**config.mk**
```make
export PLATFORM = sky130hd
export DESIGN_NAME = qam16_symbol_mapper
export DESIGN_NICKNAME = d
export VERILOG_FILES = /design/src/rtl/qam_pkg.sv /design/src/rtl/qam16_gray_lut.sv /design/src/rtl/qam16_symbol_mapper.sv
export SDC_FILE = /design/constraint.sdc
export NUM_CORES = 1
export LEC_CHECK = 0
export ABC_AREA = 1
export BUFFER_PORTS_ARGS = -buffer_cell sky130_fd_sc_hd__buf_2
export CAP_MARGIN = 40
export CORE_ASPECT_RATIO = 0.7
export CORE_MARGIN = 8
export CORE_UTILIZATION = 51
export DETAILED_ROUTE_END_ITERATION = 8
export HOLD_SLACK_MARGIN = 0.05
export PLACE_DENSITY_LB_ADDON = 0.25
export SLEW_MARGIN = 20
export SYNTH_ARGS = -nofsm -noshare
export SYNTH_HDL_FRONTEND = slang
export SYNTH_SLANG_ARGS = --single-unit
export TNS_END_PERCENT = 50
```
**constraint.sdc**
```tcl
create_clock -name clk -period 1.6 [get_ports clk]
set_input_delay 0.16 -clock clk [delete_from_list [all_inputs] [get_ports clk]]
set_output_delay 0.16 -clock clk [all_outputs]
set_load 0.005 [all_outputs]
```
**src/rtl/qam_pkg.sv**
```systemverilog
// Shared definitions for the 16-QAM symbol mapper: FSM states, Gray levels and
// the 1+x^14+x^15 scrambler helper used when QAM_SCRAMBLE_EN is defined.
package qam_pkg;

    typedef enum logic [1:0] {
        EMPTY = 2'd0,
        HI    = 2'd1,
        LO    = 2'd2
    } state_t;

    localparam logic [3:0] LVL_M3 = 4'hD;
    localparam logic [3:0] LVL_M1 = 4'hF;
    localparam logic [3:0] LVL_P1 = 4'h1;
    localparam logic [3:0] LVL_P3 = 4'h3;

    localparam int          SCR_TAP_HI       = 14;
    localparam int          SCR_TAP_LO       = 13;
    localparam logic [14:0] SCR_DEFAULT_SEED = 15'h4A80;

    // Four Fibonacci steps: feedback x^15 ^ x^14 shifts in at bit 0.
    function automatic logic [14:0] lfsr_advance4(input logic [14:0] s);
        logic [14:0] r;
        r = s;
        for (int k = 0; k < 4; k++) begin
            r = {r[13:0], r[SCR_TAP_HI] ^ r[SCR_TAP_LO]};
        end
        return r;
    endfunction

endpackage

```
**src/rtl/qam16_gray_lut.sv**
```systemverilog
// Two Gray-coded bits to a signed 16-QAM amplitude level (-3, -1, +1, +3).
module qam16_gray_lut
    import qam_pkg::*;
(
    input  logic [1:0] bits,
    output logic [3:0] level
);

    always_comb begin
        level = LVL_M3;
        case (bits)
            2'b00: level = LVL_M3;
            2'b01: level = LVL_M1;
            2'b11: level = LVL_P1;
            2'b10: level = LVL_P3;
            default: level = LVL_M3;
        endcase
    end

endmodule

```
**src/rtl/qam16_symbol_mapper.sv**
```systemverilog
// Byte-to-16-QAM symbol mapper, high nibble first, with a zero-bubble handshake.
// Optional additive scrambler enabled by defining QAM_SCRAMBLE_EN.
module qam16_symbol_mapper
    import qam_pkg::*;
#(
    parameter int          CNT_W     = 16,
    parameter logic [14:0] LFSR_SEED = SCR_DEFAULT_SEED
) (
    input  logic             clk,
    input  logic             rst,
    input  logic [7:0]       byte_in,
    input  logic             byte_valid,
    output logic             byte_ready,
    output logic [3:0]       sym_nibble,
    output logic [3:0]       sym_i,
    output logic [3:0]       sym_q,
    output logic             sym_valid,
    input  logic             sym_ready,
    output logic [CNT_W-1:0] sym_count,
    output logic             busy
);

    state_t     state;
    logic [3:0] lo_hold;
    logic [3:0] raw_nib;
    logic [3:0] load_nib;
    logic [3:0] lvl_i;
    logic [3:0] lvl_q;
    logic       accept;
    logic       transfer;
    logic       load_en;

    assign byte_ready = (state == EMPTY) | ((state == LO) & sym_ready);
    assign accept     = byte_valid & byte_ready;
    assign transfer   = sym_valid & sym_ready;
    assign busy       = (state != EMPTY);

    // Only HI hands out the stored low nibble; every other load takes a fresh high nibble.
    assign raw_nib = (state == HI) ? lo_hold : byte_in[7:4];
    assign load_en = ((state == EMPTY) & accept)
                   | ((state == HI) & transfer)
                   | ((state == LO) & transfer & accept);

`ifdef QAM_SCRAMBLE_EN
    logic [14:0] lfsr;

    assign load_nib = raw_nib ^ lfsr[14:11];

    always_ff @(posedge clk) begin
        if (rst) begin
            lfsr <= LFSR_SEED;
        end else if (load_en) begin
            lfsr <= lfsr_advance4(lfsr);
        end
    end
`else
    logic unused_seed;

    assign load_nib    = raw_nib;
    assign unused_seed = ^LFSR_SEED;
`endif

    qam16_gray_lut u_lut_i (
        .bits  (load_nib[3:2]),
        .level (lvl_i)
    );

    qam16_gray_lut u_lut_q (
        .bits  (load_nib[1:0]),
        .level (lvl_q)
    );

    always_ff @(posedge clk) begin
        if (rst) begin
            state      <= EMPTY;
            lo_hold    <= 4'h0;
            sym_nibble <= 4'h0;
            sym_i      <= 4'h0;
            sym_q      <= 4'h0;
            sym_valid  <= 1'b0;
            sym_count  <= '0;
        end else begin
            if (load_en) begin
                sym_nibble <= load_nib;
                sym_i      <= lvl_i;
                sym_q      <= lvl_q;
            end
            if (transfer) begin
                sym_count <= sym_count + CNT_W'(1);
            end
            case (state)
                EMPTY: begin
                    if (accept) begin
                        state     <= HI;
                        sym_valid <= 1'b1;
                        lo_hold   <= byte_in[3:0];
                    end
                end
                HI: begin
                    if (transfer) begin
                        state <= LO;
                    end
                end
                LO: begin
                    if (transfer) begin
                        if (accept) begin
                            state   <= HI;
                            lo_hold <= byte_in[3:0];
                        end else begin
                            state     <= EMPTY;
                            sym_valid <= 1'b0;
                        end
                    end
                end
                default: begin
                    state     <= EMPTY;
                    sym_valid <= 1'b0;
                end
            endcase
        end
    end

endmodule

```
==> results of run 1 <==
## stage by stage
step / util / hold WS, ns / instance area (um^2)
after floorplan: - / 0.305 / 1500
after CTS: 0.648 / 0.116 / 1820
final: 0.648 / 0.122 / 1820
after global placement: 0.616 / 0.412 / 1730
after global routing: 0.648 / 0.125 / 1820
after detailed placement: 0.616 / 0.422 / 1730
## registers in the layout, summed over array words and instances, names as in the netlist
name,flops
state,2
sym_i,3
sym_count,16
lo_hold,4
sym_nibble,4
sym_valid,1
sym_q,2
## per-layer routing
layer  track usage  vias to the layer above  part of all wire
li1              -                      788                 -
met1         0.210                      653              0.53
met2         0.202                       47              0.37
met3        0.0452                        7             0.078
met4        0.0987                        0             0.020
met5             0                        -                 0
## area by class of cell
cell class	count	area, um^2
flip-flops and latches	32	641
clock buffers	8	90.1
repair buffers	44	225
multi-input cells	150	702
inverters	30	113
fillers	275	987
well taps	36	45.0
## synthesized netlist by cell type
| cell type | number |
|---|---|
| sky130_fd_sc_hd__inv_2 | 4 |
| sky130_fd_sc_hd__inv_1 | 26 |
| sky130_fd_sc_hd__buf_4 | 3 |
| sky130_fd_sc_hd__nand3_4 | 1 |
| sky130_fd_sc_hd__o21ai_0 | 14 |
| sky130_fd_sc_hd__nand4_1 | 4 |
| sky130_fd_sc_hd__nand2_2 | 2 |
| sky130_fd_sc_hd__o21ai_1 | 2 |
| sky130_fd_sc_hd__buf_2 | 2 |
| sky130_fd_sc_hd__nor2_2 | 2 |
| sky130_fd_sc_hd__ha_1 | 1 |
| sky130_fd_sc_hd__nand3_1 | 15 |
| sky130_fd_sc_hd__nand2_1 | 51 |
| sky130_fd_sc_hd__a21oi_1 | 19 |
| sky130_fd_sc_hd__nand3_2 | 2 |
| sky130_fd_sc_hd__buf_6 | 1 |
| sky130_fd_sc_hd__and3_1 | 1 |
| sky130_fd_sc_hd__dfxtp_1 | 32 |
| sky130_fd_sc_hd__nand2_4 | 1 |
| sky130_fd_sc_hd__nor2_1 | 33 |
| sky130_fd_sc_hd__nor2_4 | 1 |
| sky130_fd_sc_hd__o21bai_1 | 1 |
| sky130_fd_sc_hd__clkbuf_1 | 1 |
## how the worst min path moves through the flow
stage / end / cells after the start
after floorplan: lo_hold[0] / 2
after global placement: lo_hold[3] / 3
after detailed placement: lo_hold[1] / 3
after CTS: lo_hold[1] / 3
after global routing: lo_hold[1] / 3
final: lo_hold[1] / 3
## power groups by stage
stage	Sequential [mW]	Combinational, mW	Clock [mW]
2_1_floorplan	0.881	0.139	0
5_1_grt	0.869	0.240	0.684
4_1_cts	0.864	0.212	0.656
6_report	0.864	0.209	0.642
3_3_place_gp	0.881	0.209	0
3_5_place_dp	0.881	0.211	0
## critical path, stage by stage (launching register included)
cell and delay, ns:
sky130_fd_sc_hd__dfxtp_1 0.37, sky130_fd_sc_hd__ha_1 0.16, sky130_fd_sc_hd__nand3_1 0.12, sky130_fd_sc_hd__nor2_2 0.21, sky130_fd_sc_hd__nand4_1 0.16, sky130_fd_sc_hd__o21ai_0 0.18
sky130_fd_sc_hd__nor2_1 0.06
## logic make-up after synthesis
group                      after synthesis
and+or+nand+nor                        113
AOI/OAI and AO/OA                       36
adders and majority gates                1
buffers and inverters                   37
DFF                                     32
==> metrics.csv, run 1 <==
stage,metric,value,unit
clocking,worst_setup_hold_path_clk_slew,0.07,ns
layout,synthToLayoutAreaGrowth,20.8,%
routing,vias_post_dr,1495,
sta,fin_crit,1.36,ns
setup_path,timing.critical_path.from,sym_count[1],
routing,detail_route.iter0.violations,85,
logic_synthesis,synth.area.top_cells,"sky130_fd_sc_hd__dfxtp_1, sky130_fd_sc_hd__nand2_1, sky130_fd_sc_hd__nor2_1",
floorplan,core_area,2800,um^2
place,dp_slack,0.247,ns
setup_path,worstRegToRegCells,6,
routing,wirelength,3.51,mm
sta,finalHoldViolCount,0,
sta,rsz0062_at_grt,false,
clocking,deepest_level_of_the_cts_h_tree,2,
sta,slew_headroom,0.810,
power,irDropWorstVdd,0.639,mV
logic_synthesis,synth-compound-area-share,0.122,
clocking,cts_hold_buffers,0,
layout,final_nets,276,
setup_path,worst_r2r_setup_slack,0.24,ns
worst_hold_path,min_from,byte_in[1],
place,port_buffers,42,
setup_path,crit_fanout,5,
clocking,source_to_sink_clock_delay_at_the_later_pin_of_the_worst_skew_pair,0.28,ns
layout,mostFrequentLayoutCell,sky130_fd_sc_hd__nand2_1,
clocking,clock_tree.buffer_depth,2,
layout,final_layout_size_suffix_gt1_frac,0.239,
sta,final.setup.worst_slack,0.243,ns
setup_path,crit_arrival,1.54,ns
grt,antenna_found_initial,0,
power,power.share.switching,0.258,
logic_synthesis,syn_avg_cell_area,6.86,um^2
power,power_leakage,0.901,nW
power,power.density_cell_area,945,nW/um^2
sta,final.setup_skew,0.00267,ns
logic_synthesis,yosys.area_share.simple,0.337,
logic_synthesis,postSynthRegisterBits,32,
floorplan,floorplan.die.width,80.9,um
floorplan,initial_utilization,0.536,
sta,setup_viol,0,
setup_path,endpoint_kind,flop,
grt,gr-usage-all-layers,0.153,
logic_synthesis,synth_xor_xnor_area_share,0,
place,place_inst,292,
power,clock_power_share,0.374,
power,total_power,1.72,mW
logic_synthesis,synth-adder-area-share,0.00833,
logic_synthesis,yosysTopAreaCell,sky130_fd_sc_hd__dfxtp_1,
power,combinational_power_share,0.122,
floorplan,die_y,61.4,um
grt,grt_remaining_overflow,0,
logic_synthesis,synth_cell_types,23,
power,power_report.internal_total,1.27,mW
clocking,post_cts_buffers,0,
sta,layout_worst_path_cycle_share,0.848,
logic_synthesis,synth.top_cell.area_share,0.426,
clocking,ctsResizeCount,0,
grt,wire_length_of_the_first_global_routing_pass,5.84,mm
place,dp.final_hpwl,2.63,mm
logic_synthesis,synthesis.area,1500,um^2
clocking,cts_tree,built,
logic_synthesis,postSynthCellCount,219,
setup_path,required,1.78,ns
floorplan,boundaryPins,43,
logic_synthesis,ys_seq_area_frac,0.426,
layout,layoutNonFillerInstCount,300,
setup_path,critical_path.endpoint,sym_count[12],
sta,fin_tns_setup,0,ns
routing,drc,0,
logic_synthesis,synth_mux_area_frac,0,
setup_path,regToRegEndpoint,sym_count[12],
logic_synthesis,count_of_warnings_emitted_by_yosys,0,
routing,detail-route-antenna-nets,0,
routing,vias_per_cell,4.98,
worst_hold_path,worstHoldPathType,primary input to flop,
power,switchingPower,442,uW
place,gp_routability_congestion,0.810,
floorplan,die_area,4970,um^2
sta,timing_worst_slew_pin_value,0.281,ns
routing,firstDrtPassIters,4,
setup_path,regToRegStartpoint,sym_count[1],
floorplan,fp-row-count,16,
logic_synthesis,synth_top_family_by_area,simple AND/OR/NAND/NOR gates,
status,run_status,"finished, final reports clean",
clocking,clk_root_buffer_cell,sky130_fd_sc_hd__clkbuf_8,
setup_path,timing_worst_setup_path_type,flop to flop,
layout,layout.cells.most_common_list,"sky130_fd_sc_hd__nand2_1, sky130_fd_sc_hd__buf_2, sky130_fd_sc_hd__nor2_1",
grt,grt_max_degree,16,
routing,wl_per_cell,11.7,um
power,share_seq_of_total_power,0.504,
sta,finalMaxSlewViolations,0,
clocking,number_of_sinks_handled_by_clock_tree_synthesis,32,
layout,antenna_cells,0,
clocking,numCtsBuffers,5,
flow_run,drv_cap,0,
setup_path,cp-start-kind,flop,
sta,max_clock_freq,0.737,GHz
logic_synthesis,synthesized_net_count,232,
grt,number_of_global_route_vias_before_repair,1334,
Note: power is estimated with default switching activity, not from simulation.
==> run 2: changes to the inputs <==
clock period = 1.3 ns   (was 1.6 ns; I/O delays follow)
==> run 2 against run 1 <==
  * Global-route usage increased by 1.1 points
  * Critical endpoint is now sym_count[14]
  * Sequential power increased by 24%
  * Critical path type unchanged
  * Flip-flop and latch count unchanged
==> metrics.csv, run 2 (same netlist as run 1, synthesis figures left out) <==
stage,metric,value,unit,change
setup_path,critical-path-max-stage-delay,0.38,ns,about the same
setup_path,timing.critical_path.cells,"ha_4, nand3_4, nor2_4, nand3_2, inv_2, nand2_2, nor2_1, nor2_1",,
setup_path,crit_arrival,1.44,ns,-0.10 ns
layout,multiInputGateArea,797,um^2,+14%
layout,reg.largest.list,"sym_count: 16 flops, lo_hold: 4 flops, sym_nibble: 4 flops",,
place,gp_routability_congestion,0.829,,+2.3%
grt,grt_remaining_overflow,0,,unchanged
place,dp.final_hpwl,2.80,mm,+6.3%
layout,final_layout_size_suffix_gt1_frac,0.345,,+0.107
sta,layout_worst_path_cycle_share,0.971,,+0.122
sta,timing.hold.ws,0.0947,ns,-0.0270 ns
power,power.density_cell_area,1120,nW/um^2,+19%
status,run_status,"finished, final reports clean",,
setup_path,crit_top_cell,sky130_fd_sc_hd__nor2_1,,
grt,grt_max_degree,17,,+1
flow_run,drv_cap,0,,unchanged
clocking,worst_setup_hold_path_clk_slew,0.07,ns,about the same
setup_path,required,1.48,ns,-0.30 ns
layout,regArea,657,um^2,+2.5%
routing,vias_per_cell,5.09,,+2.1%
power,power.share.switching,0.252,,-0.00576
worst_hold_path,worstHoldPathType,primary input to flop,,
layout,layout.cells.most_common_list,"sky130_fd_sc_hd__nand2_1, sky130_fd_sc_hd__buf_2, sky130_fd_sc_hd__nor2_1",,
power,power_report.internal_total,1.73,mW,+36%
floorplan,core_area,2800,um^2,unchanged
place,detailed_place.area,1780,um^2,+3.3%
sta,rsz0062_at_grt,true,,
routing,vias_post_dr,1597,,+6.8%
layout,synthToLayoutAreaGrowth,36.9,%,
grt,number_of_global_route_vias_before_repair,1404,,+5.2%
layout,largest_reg_flops,16,,unchanged
clocking,numCtsBuffers,5,,unchanged
grt,antenna_found_initial,0,,unchanged
layout,antenna_cells,0,,unchanged
setup_path,crit_fanout,4,,-1
sta,fin_crit,1.26,ns,-0.0954 ns
sta,final.setup_skew,0.00538,ns,+0.00271 ns
floorplan,initial_utilization,0.536,,unchanged
layout,final_area,2060,um^2,+13%
clocking,cts_tree,built,,
routing,detail-route-antenna-nets,0,,unchanged
routing,detail_route.iter0.violations,108,,+27%
clocking,deepest_level_of_the_cts_h_tree,2,,unchanged
layout,mostFrequentLayoutCell,sky130_fd_sc_hd__nand2_1,,
setup_path,cp-start-kind,flop,,
power,combinational_power_share,0.130,,+0.008
grt,wire_length_of_the_first_global_routing_pass,6.24,mm,+6.8%
floorplan,floorplan.die.width,80.9,um,unchanged
layout,layoutNonFillerInstCount,314,,+4.7%
sta,timing_worst_slew_pin_value,0.241,ns,-0.0401 ns
floorplan,die_y,61.4,um,unchanged
sta,setup_viol,0,,unchanged
setup_path,timing_worst_setup_path_type,flop to flop,,
routing,firstDrtPassIters,4,,unchanged
floorplan,die_area,4970,um^2,unchanged
layout,final_core_util,0.734,,+0.0862
sta,fin_tns_setup,0,ns,unchanged
layout,final_nets,290,,+5.1%
place,port_buffers,42,,unchanged
setup_path,endpoint_kind,flop,,
routing,wirelength,4.11,mm,+17%
setup_path,critical-path-slowest-cell,sky130_fd_sc_hd__dfxtp_4,,
layout,num-fill-cells,221,,-20%
floorplan,fp-row-count,16,,unchanged
sta,finalHoldViolCount,0,,unchanged
power,switchingPower,582,uW,+32%
routing,drc,0,,unchanged
sta,slew_headroom,0.837,,+0.0270
power,clock_power_share,0.405,,+0.031
sta,finalMaxSlewViolations,0,,unchanged
routing,wl_per_cell,13.1,um,+12%
clocking,number_of_sinks_handled_by_clock_tree_synthesis,32,,unchanged
power,share_seq_of_total_power,0.465,,-0.039
clocking,clk_root_buffer_cell,sky130_fd_sc_hd__clkbuf_8,,
clocking,clock_tree.buffer_depth,2,,unchanged
floorplan,boundaryPins,43,,unchanged
grt,gr-usage-all-layers,0.164,,+0.0108
clocking,source_to_sink_clock_delay_at_the_later_pin_of_the_worst_skew_pair,0.28,ns,about the same
sta,max_clock_freq,0.792,GHz,+7.6%
place,place_inst,298,,+2.1%
power,power_leakage,1.00,nW,+11%
layout,regMostFlops,sym_count,,
power,irDropWorstVdd,0.786,mV,+23%
## run 2: cell count changes in the layout (fill, tap and decap cells not counted), sizes merged
cell / before / now
clkinv: 0 / 1
nand3: 18 / 19
buf: 44 / 57
bufinv: 0 / 1
clkbuf: 8 / 6
## run 2: stage by stage
stage	total power, mW	setup WS [ns]
after floorplan	1.26	0.0446
after detailed placement	1.35	-0.113
after global placement	1.35	0.00355
final	2.31	0.0380
after global routing	2.41	-0.0629
after CTS	2.29	0.00867
## run 2: what timing repair did
| item | in CTS | in global routing |
|---|---|---|
| endpoints found under the hold margin | 0 | 0 |
| cloned | 0 | 1 |
| setup buffers | 2 | 5 |
| gates resized for setup | 6 | 26 |
| setup endpoints to repair | 6 | 19 |
| hold buffers | 0 | 0 |
| pin swaps | 1 | 8 |
## run 2: worst max-delay path, delay by kind of cell (launching register included)
kind | cells | cell delay, ns
fa+ha+maj | 1 | 0.15
simple gates | 6 | 0.55
buf+inv | 1 | 0.08
flops | 1 | 0.38
## run 2: final timing paths
path	start	to	slack [ns]	cells after the start
worst max-delay path	sym_count[0]	sym_count[14]	0.04	8
worst min-delay path	byte_in[1]	lo_hold[1]	0.09	3
worst max register to register	sym_count[0]	sym_count[14]	0.04	8
worst min register to register	sym_nibble[3]	sym_nibble[3]	0.46	2
## run 2: cell type report
cell class,count,area share
clock inverters,2,0.0170
flip-flops and latches,32,0.319
repair buffers,57,0.163
inverters,30,0.0560
well taps,36,0.0219
clock buffers,6,0.0353
multi-input cells,151,0.387
## run 2: layer usage
layer	wire, um	GRT usage	part of all wire
met1	1950	0.217	0.47
met4	85	0.0759	0.021
met5	0	0	0
met2	1710	0.233	0.42
met3	367	0.0569	0.089
## run 2: power groups by stage
stage | logic (mW) | registers, mW | clock network, mW
CTS | 0.274 | 1.06 | 0.951
floorplan | 0.171 | 1.08 | 0
finish | 0.299 | 1.07 | 0.935
global route | 0.340 | 1.08 | 0.993
detailed placement | 0.266 | 1.08 | 0
global placement | 0.263 | 1.08 | 0
==> run 3: changes to the inputs <==
CAP_MARGIN = default   (was 40)
CORE_UTILIZATION = 52   (was 51)
SYNTH_HIERARCHICAL = 1   (was default)
==> run 3 against run 2 <==
  * The run now ends with negative setup slack left
  * Flip-flop and latch count increased by 3
  * Power is 4.0% higher
  * Clock power shrank 18%
  * Clock-buffer cell count decreased by 1
  * Synthesized area increased by 11%
  * Wire length grew 6.4%
  * Combinational power grew 52%
==> metrics.csv, run 3 <==
stage,metric,value,unit,change
status,run_status,"complete, but fails checks",,
status,violations_in_the_final_reports,negative setup slack,,
sta,finalHoldViolCount,0,,unchanged
sta,final.setup_skew,0.00249,ns,-0.00289 ns
clocking,worst_setup_hold_path_clk_slew,0.07,ns,about the same
logic_synthesis,synth-main-ff-cell,sky130_fd_sc_hd__dfxtp_1,,
layout,largest_reg_flops,16,,unchanged
routing,vias_post_dr,1638,,+2.6%
floorplan,initial_utilization,0.539,,+0.00252
floorplan,fp-row-count,17,,+1
logic_synthesis,post-synth-top-count-cell,sky130_fd_sc_hd__nor2_1,,
routing,vias_per_cell,4.80,,-5.6%
layout,final_layout_size_suffix_gt1_frac,0.432,,+0.0870
logic_synthesis,synth.cells.most_frequent,"sky130_fd_sc_hd__nor2_1, sky130_fd_sc_hd__nand2_1, sky130_fd_sc_hd__dfxtp_1",,
grt,wire_length_of_the_first_global_routing_pass,6.98,mm,+12%
clocking,cts_hold_buffers,0,,unchanged
floorplan,floorplan.die.width,83.8,um,+3.6%
sta,timing.hold.ws,0.0829,ns,-0.0118 ns
sta,rsz0062_at_grt,true,,
setup_path,crit_fanout,6,,+2
logic_synthesis,syn_avg_cell_area,7.12,um^2,+3.7%
grt,gr-usage-all-layers,0.156,,-0.00789
grt,grt_max_degree,15,,-2
logic_synthesis,yosysTopAreaCell,sky130_fd_sc_hd__dfxtp_1,,
flow_run,drv_cap,0,,unchanged
power,power.density_cell_area,1030,nW/um^2,-8.1%
routing,drc,0,,unchanged
sta,final.setup.worst_slack,-0.0623,ns,-0.100 ns
layout,num-fill-cells,226,,+2.3%
logic_synthesis,synth.area.top_cells,"sky130_fd_sc_hd__dfxtp_1, sky130_fd_sc_hd__nor2_1, sky130_fd_sc_hd__nand2_1",,
routing,firstDrtPassIters,4,,unchanged
sta,fin_tns_setup,-0.289,ns,-0.289 ns
layout,regMostFlops,sym_count,,
logic_synthesis,synth.top_cell.area_share,0.419,,-0.00746
place,dp.final_hpwl,2.88,mm,+2.9%
place,place_inst,322,,+8.1%
layout,layoutNonFillerInstCount,341,,+8.6%
grt,grt_remaining_overflow,0,,unchanged
logic_synthesis,postSynthCellCount,235,,+7.3%
power,total_power,2.40,mW,+4.0%
setup_path,cp-start-kind,flop,,
clocking,source_to_sink_clock_delay_at_the_later_pin_of_the_worst_skew_pair,0.29,ns,about the same
floorplan,die_y,63.5,um,+3.3%
layout,antenna_cells,0,,unchanged
sta,layout_worst_path_cycle_share,1.05,,+0.0771
layout,final_area,2330,um^2,+13%
routing,wl_per_cell,12.8,um,-2.0%
place,detailed_place.area,2000,um^2,+12%
logic_synthesis,async_flop_share,0,,unchanged
clocking,cts_tree,built,,
layout,final_nets,319,,+10%
floorplan,boundaryPins,43,,unchanged
setup_path,crit_arrival,1.54,ns,+0.10 ns
clocking,clock_tree.buffer_depth,2,,unchanged
routing,wirelength,4.37,mm,+6.4%
power,power_leakage,1.14,nW,+14%
routing,detail_route.iter0.violations,122,,+13%
place,port_buffers,42,,unchanged
place,dp_slack,-0.0829,ns,+0.0301 ns
power,irDropWorstVdd,0.891,mV,+13%
worst_hold_path,worstHoldPathType,primary input to flop,,
sta,setup_viol,9,,+9
logic_synthesis,count_of_warnings_emitted_by_yosys,6,,+6
sta,max_clock_freq,0.734,GHz,-7.4%
layout,synthToLayoutAreaGrowth,39.0,%,
logic_synthesis,synthesis.area,1670,um^2,+11%
layout,layout.cells.most_common_list,"sky130_fd_sc_hd__buf_2, sky130_fd_sc_hd__nor2_1, sky130_fd_sc_hd__dfxtp_1",,
logic_synthesis,synthesized_net_count,252,,+8.6%
place,gp_routability_congestion,0.819,,-1.2%
floorplan,die_area,5320,um^2,+7.0%
setup_path,timing_worst_setup_path_type,flop to flop,,
clocking,clk_root_buffer_cell,sky130_fd_sc_hd__clkbuf_8,,
setup_path,required,1.48,ns,about the same
grt,antenna_found_initial,0,,unchanged
clocking,deepest_level_of_the_cts_h_tree,2,,unchanged
logic_synthesis,synth_edf_count,0,,unchanged
sta,finalMaxSlewViolations,0,,unchanged
logic_synthesis,ys_seq_area_frac,0.419,,-0.00746
layout,mostFrequentLayoutCell,sky130_fd_sc_hd__buf_2,,
routing,detail-route-antenna-nets,0,,unchanged
logic_synthesis,synth_cell_types,26,,+13%
logic_synthesis,postSynthRegisterBits,35,,+9.4%
setup_path,endpoint_kind,flop,,
floorplan,core_area,3110,um^2,+11%
sta,fin_crit,1.36,ns,+0.100 ns
clocking,number_of_sinks_handled_by_clock_tree_synthesis,35,,+9.4%
grt,number_of_global_route_vias_before_repair,1562,,+11%
clocking,numCtsBuffers,5,,unchanged
layout,final_core_util,0.749,,+0.0151
==> run 3: changes by cell type after synthesis, sizes merged, moves of 4 or more <==
cell and change:
inv +4, ha +4, a21oi -5, nand3 -11
nor3 +5, nor2 +16, nand2 -14, o21ai +7
==> run 3: report_power, final <==
group / internal [mW] / total [mW] / leakage [nW] / switching, mW
Clock: 0.367 / 0.768 / 0.0477 / 0.402
Combinational: 0.204 / 0.455 / 0.804 / 0.251
Sequential: 1.14 / 1.18 / 0.290 / 0.0365
Total: 1.71 / 2.40 / 1.14 / 0.689
==> run 3: kinds of logic (layout without fill, tap and decap cells) <==
family | Yosys count | count (layout) | synth area share
compound gates | 39 | 39 | 0.120
fa+ha+maj | 5 | 5 | 0.0374
buf+inv | 44 | 112 | 0.120
flops | 35 | 35 | 0.419
other cells | 2 | 2 | 0.00449
simple gates | 110 | 110 | 0.300
==> run 3: worst paths after layout <==
check | startpoint | slack (ns) | cells past startpoint | to
min reg2reg | lo_hold[3] | 0.49 | 2 | lo_hold[3]
max reg2reg | state[1] | -0.06 | 9 | sym_q[3]
min | byte_in[2] | 0.08 | 3 | lo_hold[2]
max | state[1] | -0.06 | 9 | sym_q[3]
==> run 3: layout make-up <==
type                            instances  area (um^2)  share of cell area
Clock buffer                            5         68.8              0.0296
Clock inverter                          3         15.0             0.00646
Inverter                               34          134              0.0576
Tap cell                               38         47.5              0.0204
Timing Repair Buffer                   70          425               0.183
Sequential cell                        35          713               0.307
Multi-Input combinational cell        156          922               0.396
==> run 3: per-layer routing <==
| metal | track usage | part of all wire |
|---|---|---|
| met5 | 0 | 0 |
| met4 | 0.0665 | 0.016 |
| met3 | 0.0565 | 0.054 |
| met1 | 0.199 | 0.49 |
| met2 | 0.231 | 0.44 |
==> run 3: what timing repair did <==
item | in CTS | in global routing
buffers inserted | 5 | 7
endpoints found under the setup margin | 12 | 23
pin swaps | 3 | 16
gates resized for setup | 14 | 42
==> run 3: critical path, stage by stage (launching register included) <==
cell                         delay (ns)
sky130_fd_sc_hd__dfxtp_2           0.34
sky130_fd_sc_hd__inv_2             0.07
sky130_fd_sc_hd__nor2_1            0.05
sky130_fd_sc_hd__nor2_2            0.13
sky130_fd_sc_hd__nand3_2           0.13
sky130_fd_sc_hd__nand2_4           0.13
sky130_fd_sc_hd__clkinvlp_4        0.09
sky130_fd_sc_hd__buf_2             0.17
sky130_fd_sc_hd__nor2_1            0.11
sky130_fd_sc_hd__nor2_1            0.05
